### config.mk
export PLATFORM = sky130hd
export DESIGN_NAME = vga_timing_gen
export DESIGN_NICKNAME = d
export VERILOG_FILES = /design/src/rtl/vga_timing_gen.sv
export SDC_FILE = /design/constraint.sdc
export NUM_CORES = 1
export LEC_CHECK = 0
export CORE_ASPECT_RATIO = 0.7
export CORE_MARGIN = 2
export CORE_UTILIZATION = 52
export CTS_CLUSTER_SIZE = 16
export DETAILED_ROUTE_END_ITERATION = 12
export HOLD_SLACK_MARGIN = 0.05
export PLACE_DENSITY = 0.85
export SLEW_MARGIN = 20
export SYNTH_ARGS = -nofsm -noshare
export SYNTH_HDL_FRONTEND = slang
export SYNTH_SLANG_ARGS = --single-unit
export TNS_END_PERCENT = 5
### constraint.sdc
create_clock -name clk25M -period 2.7 [get_ports clk25M]
set_input_delay 0.405 -clock clk25M [delete_from_list [all_inputs] [get_ports clk25M]]
set_output_delay 0.405 -clock clk25M [all_outputs]
set_load 0.03 [all_outputs]
### src/rtl/vga_timing_gen.sv
// rtl/vga_timing_gen.sv - 640x480@60 VGA raster counters, sync decode and registered pin stage
module vga_timing_gen #(
    parameter int H_DISPLAY   = 640,
    parameter int H_FRONT     = 16,
    parameter int H_SYNC      = 96,
    parameter int H_BACK      = 48,
    parameter int V_DISPLAY   = 480,
    parameter int V_FRONT     = 10,
    parameter int V_SYNC      = 2,
    parameter int V_BACK      = 33,
    parameter int SYNC_ACTIVE = 0,
    parameter int EOF_LINE    = 481
) (
    input  logic       clk25M,
    input  logic       reset,
    output logic [9:0] x,
    output logic [9:0] y,
    output logic       vga_on,
    output logic       end_of_frame,
    output logic       line_start,
    input  logic [2:0] rgb_in,
    output logic       hsync,
    output logic       vsync,
    output logic [2:0] rgb
);

    localparam int H_TOTAL = H_DISPLAY + H_FRONT + H_SYNC + H_BACK;
    localparam int V_TOTAL = V_DISPLAY + V_FRONT + V_SYNC + V_BACK;

    localparam logic [9:0] H_LAST     = 10'(H_TOTAL - 1);
    localparam logic [9:0] V_LAST     = 10'(V_TOTAL - 1);
    localparam logic [9:0] H_ACT      = 10'(H_DISPLAY);
    localparam logic [9:0] V_ACT      = 10'(V_DISPLAY);
    localparam logic [9:0] H_SYNC_BEG = 10'(H_DISPLAY + H_FRONT);
    localparam logic [9:0] H_SYNC_END = 10'(H_DISPLAY + H_FRONT + H_SYNC - 1);
    localparam logic [9:0] V_SYNC_BEG = 10'(V_DISPLAY + V_FRONT);
    localparam logic [9:0] V_SYNC_END = 10'(V_DISPLAY + V_FRONT + V_SYNC - 1);
    localparam logic [9:0] EOF_Y      = 10'(EOF_LINE);
    localparam logic       SYNC_ON    = (SYNC_ACTIVE != 0);

    logic [9:0] h_cnt;
    logic [9:0] v_cnt;
    logic       hsync_raw;
    logic       vsync_raw;

    // v_cnt only moves on the clock where h_cnt wraps, so both wrap together
    always_ff @(posedge clk25M or posedge reset) begin
        if (reset) begin
            h_cnt <= '0;
            v_cnt <= '0;
        end else if (h_cnt == H_LAST) begin
            h_cnt <= '0;
            v_cnt <= (v_cnt == V_LAST) ? '0 : v_cnt + 10'd1;
        end else begin
            h_cnt <= h_cnt + 10'd1;
        end
    end

    assign x            = h_cnt;
    assign y            = v_cnt;
    assign vga_on       = (h_cnt < H_ACT) && (v_cnt < V_ACT);
    assign line_start   = (h_cnt == 10'd0);
    assign end_of_frame = (h_cnt == 10'd0) && (v_cnt == EOF_Y);

    assign hsync_raw = ((h_cnt >= H_SYNC_BEG) && (h_cnt <= H_SYNC_END)) ? SYNC_ON : ~SYNC_ON;
    assign vsync_raw = ((v_cnt >= V_SYNC_BEG) && (v_cnt <= V_SYNC_END)) ? SYNC_ON : ~SYNC_ON;

    // Pin stage: rgb_in is derived from the same x/y, so syncs get the same one-clock delay
    always_ff @(posedge clk25M or posedge reset) begin
        if (reset) begin
            hsync <= ~SYNC_ON;
            vsync <= ~SYNC_ON;
            rgb   <= 3'b000;
        end else begin
            hsync <= hsync_raw;
            vsync <= vsync_raw;
            rgb   <= vga_on ? rgb_in : 3'b000;
        end
    end

endmodule

==> impl_metrics.ini <==
[floorplanning]
die_w_um = 64.1
row_count = 15
floorplan.initialDensity_pct = 54.3
die_area_um2 = 2950
chipHeight_um = 46.1
fp.coreArea_um2 = 2420
design.portCount = 33

[place]
dp_slack_ns = 0.293
port-buffer-count = 32
gp_congestion = 0.800
place.detailed.hpwl_mm = 2.03

[routing]
ant_nets = 0
remaining_drc_errors = 0
vias = 1008
detailedRoute.firstPassIterationCount = 4
detail_route.wirelength_mm = 2.72
drt-initial-drc-count = 27
routed_via_density = 5.28
routed_wire_length_per_instance_um = 14.2

[global_routing]
grt_max_degree = 26
antenna_violations_before_repair = 0
grt_pass1_vias = 915
grt_pass1_wl_mm = 4.46
grt.total_usage_pct = 20.3
grt_remaining_overflow = 0

[critical_path]
crit_path_top_delay_cell = dfrtp_1
worstSetupStartpointType = flip-flop
cp_slowest_stage_delay_ns = 0.48
critPathRequiredTime_ns = 2.30
setup.worst_path.class = flip-flop to primary output
cp_max_fo = 6
list_of_cells_traversed_by_the_critical_path = and3_1 -> and2_1 -> nor4b_1 -> and4b_1 -> buf_4
worstSetupEndpointType = primary output
arrival_ns = 2.08

[cells_and_area]
area_growth_syn_to_layout_pct = 30.8
insertedDiodeCount = 0
drive_above_1_share_pct = 13.4
finish.net_count = 168
fillCellCount = 184
layout.core_utilization_pct = 71.0

[clock_network]
postCtsSetupBuffers = 0
cts_htree_levels = 1
path_clk_slew_ns = 0.13
clk_root_buffer_cell = clkbuf_4
holdBufCountCts = 0
cts.sink_count = 25
buffer_levels_on_the_longest_clock_path = 2
tritoncts = done
clk_latency_ns = 0.33
cts_made_buffers = 3

[timing]
setup_slack_ns = 0.213
whs_ns = 0.423
grt_setup_unrepaired = no
fin_crit_sh_pct = 92.1
setup_violations = 0
final_hold_viol_count = 0
fin_crit_ns = 2.49
final.setup.tns_ns = 0
worst_slew_margin_rel_pct = 67.6
report.final.slew_viol_count = 0
skew_ns = 0.00552
worst_pin_slew_ns = 0.479
achievable-frequency_mhz = 402

[logic_synthesis]
yosys.cell_types.count = 32
synth.ff_latch_count = 25
synth_simple_gate_area_share_pct = 31.7
synth_top_family_by_area = simple AND/OR/NAND/NOR gates
synth_xor_area_share_pct = 9.33
syn-instance-count = 119
portion_of_netlist_area_occupied_by_mux_cells_pct = 0
syn_nets = 129
synth.yosys.seq_area_share_pct = 47.8
yosys.area_share.adder_pct = 4.76
compound_gate_fraction_of_synth_area_pct = 3.24
avgSynthCellArea_um2 = 11.0
yosysWarningCount = 0
post_synth_instance_area_um2 = 1310

[power_and_ir_drop]
power.share.switching_pct = 22.3
power.sequential.fraction_pct = 66.1
power.internal_w = 0.000443
combinationalPowerShare_pct = 4.4
clock_share_of_power_pct = 29.5
switching_power_w = 0.000127
cellLeakagePower_nw = 0.791
power.density_nw_per_um2 = 332
worst_ir_drop_vdd_v = 0.000298

[flow_run]
max-cap-violations = 0

[status]
run_status = complete, no violations

[min_path]
worst_hold_path_type = primary input to asynchronous set/reset pin
==> cells by family (layout without fill, tap and decap cells) <==
family / count (synthesis) / in the layout
xor+xnor: 14 / 14
fa+ha+maj: 5 / 5
compound gates: 7 / 7
flops: 25 / 25
buf+inv: 9 / 47
simple gates: 59 / 59
==> synth_stat cells (all sizes together) <==
cell,n,area [um^2]
and3,5,31.3
nand2b,1,6.26
nor4,6,92.6
clkbuf,1,3.75
nand4,4,40.0
o21a,1,7.51
inv,7,26.3
dfstp,2,52.6
or4b,1,10.0
or3,1,6.26
a21oi,1,5.00
and2,5,31.3
o21ai,4,20.0
nor2b,1,6.26
nand3,11,60.1
nand2,6,22.5
nor3,5,41.3
ha,5,62.6
dfrtp,23,576
nor3b,1,7.51
xor2,6,52.6
nor4b,2,17.5
o21ba,1,10.0
buf,1,11.3
nor2,9,33.8
xnor2,8,70.1
and4b,1,10.0
==> stage by stage <==
| stage | cells | instance area (um^2) | power (W) |
|---|---|---|---|
| 3_5_place_dp | 187 | 1690 | 0.000410 |
| 4_1_cts | 191 | 1720 | 0.000580 |
| 6_report | 191 | 1720 | 0.000570 |
| 2_1_floorplan | 119 | 1310 | 0.000396 |
| 3_3_place_gp | 187 | 1690 | 0.000410 |
| 5_1_grt | 191 | 1720 | 0.000596 |
==> flip-flops by register name, indices dropped and copies added (netlist names) <==
name and count:
hsync 1, rgb 3, vsync 1, x 10
y 10
==> power by group through the flow <==
stage	sequential [W]	combinational, W	clock [W]
5_1_grt	0.000378	0.0000276	0.000190
6_report	0.000377	0.0000250	0.000168
2_1_floorplan	0.000389	0.00000697	0
3_3_place_gp	0.000384	0.0000253	0
4_1_cts	0.000377	0.0000259	0.000177
3_5_place_dp	0.000384	0.0000257	0
==> layer usage <==
layer | up-vias | global-route usage (%) | wire, um
met5 | - | 0 | 0
met4 | 0 | 6.52 | 37
met3 | 4 | 5.62 | 164
met2 | 34 | 34.2 | 1260
met1 | 478 | 26.1 | 1260
li1 | 492 | - | -
==> worst max-delay path: cells and delay by family, from the launching register on <==
kind | cells | cell delay (ns)
simple gates | 4 | 1.12
flops | 1 | 0.48
buf+inv | 1 | 0.17
==> layout by cell type (no fill, tap or decap), drive strengths merged <==
cell	instances
ha	5
a21oi	1
dlymetal6s2s	1
nand3	11
nor3b	1
nand4	4
clkinv	1
nor2b	1
nor3	5
nor4b	2
clkbuf	3
inv	7
o21ba	1
or3	1
nor2	9
o21a	1
xnor2	8
nand2b	1
and2	5
dfstp	2
nand2	6
xor2	6
buf	5
nor4	6
o21ai	4
clkdlybuf4s50	29
dlygate4sd2	1
dfrtp	23
and4b	1
and3	5
or4b	1
==> final timing paths <==
kind	startpoint	end	slack, ns	depth (start not counted)
worst min register to register	y[8]$_DFFE_PP0N_	y[8]$_DFFE_PP0N_	0.52	1
max in group asynchronous	reset	vsync$_DFF_PP1_	1.99	3
worst max-delay path	y[5]$_DFFE_PP0N_	end_of_frame	0.21	5
min in group clk25M	y[8]$_DFFE_PP0N_	y[8]$_DFFE_PP0N_	0.52	1
worst min-delay path	reset	rgb[0]$_DFF_PP0_	0.42	3
worst max register to register	x[7]$_DFF_PP0_	y[9]$_DFFE_PP0N_	0.82	5
==> final cells by class <==
class	count	area (um^2)	share of cell area [%]
Clock inverter	1	5.00	0.291
Clock buffer	3	22.5	1.31
Sequential cell	25	628	36.6
Tap cell	34	42.5	2.48
Multi-Input combinational cell	85	644	37.5
Timing Repair Buffer	36	349	20.3
Inverter	7	26.3	1.53
==> repair_timing <==
item                                    4_1_cts  5_1_grt
gates resized for setup                       1        1
pin swaps                                     0        0
endpoints found under the setup margin        1        1
Note: power is estimated with default switching activity, not from simulation.
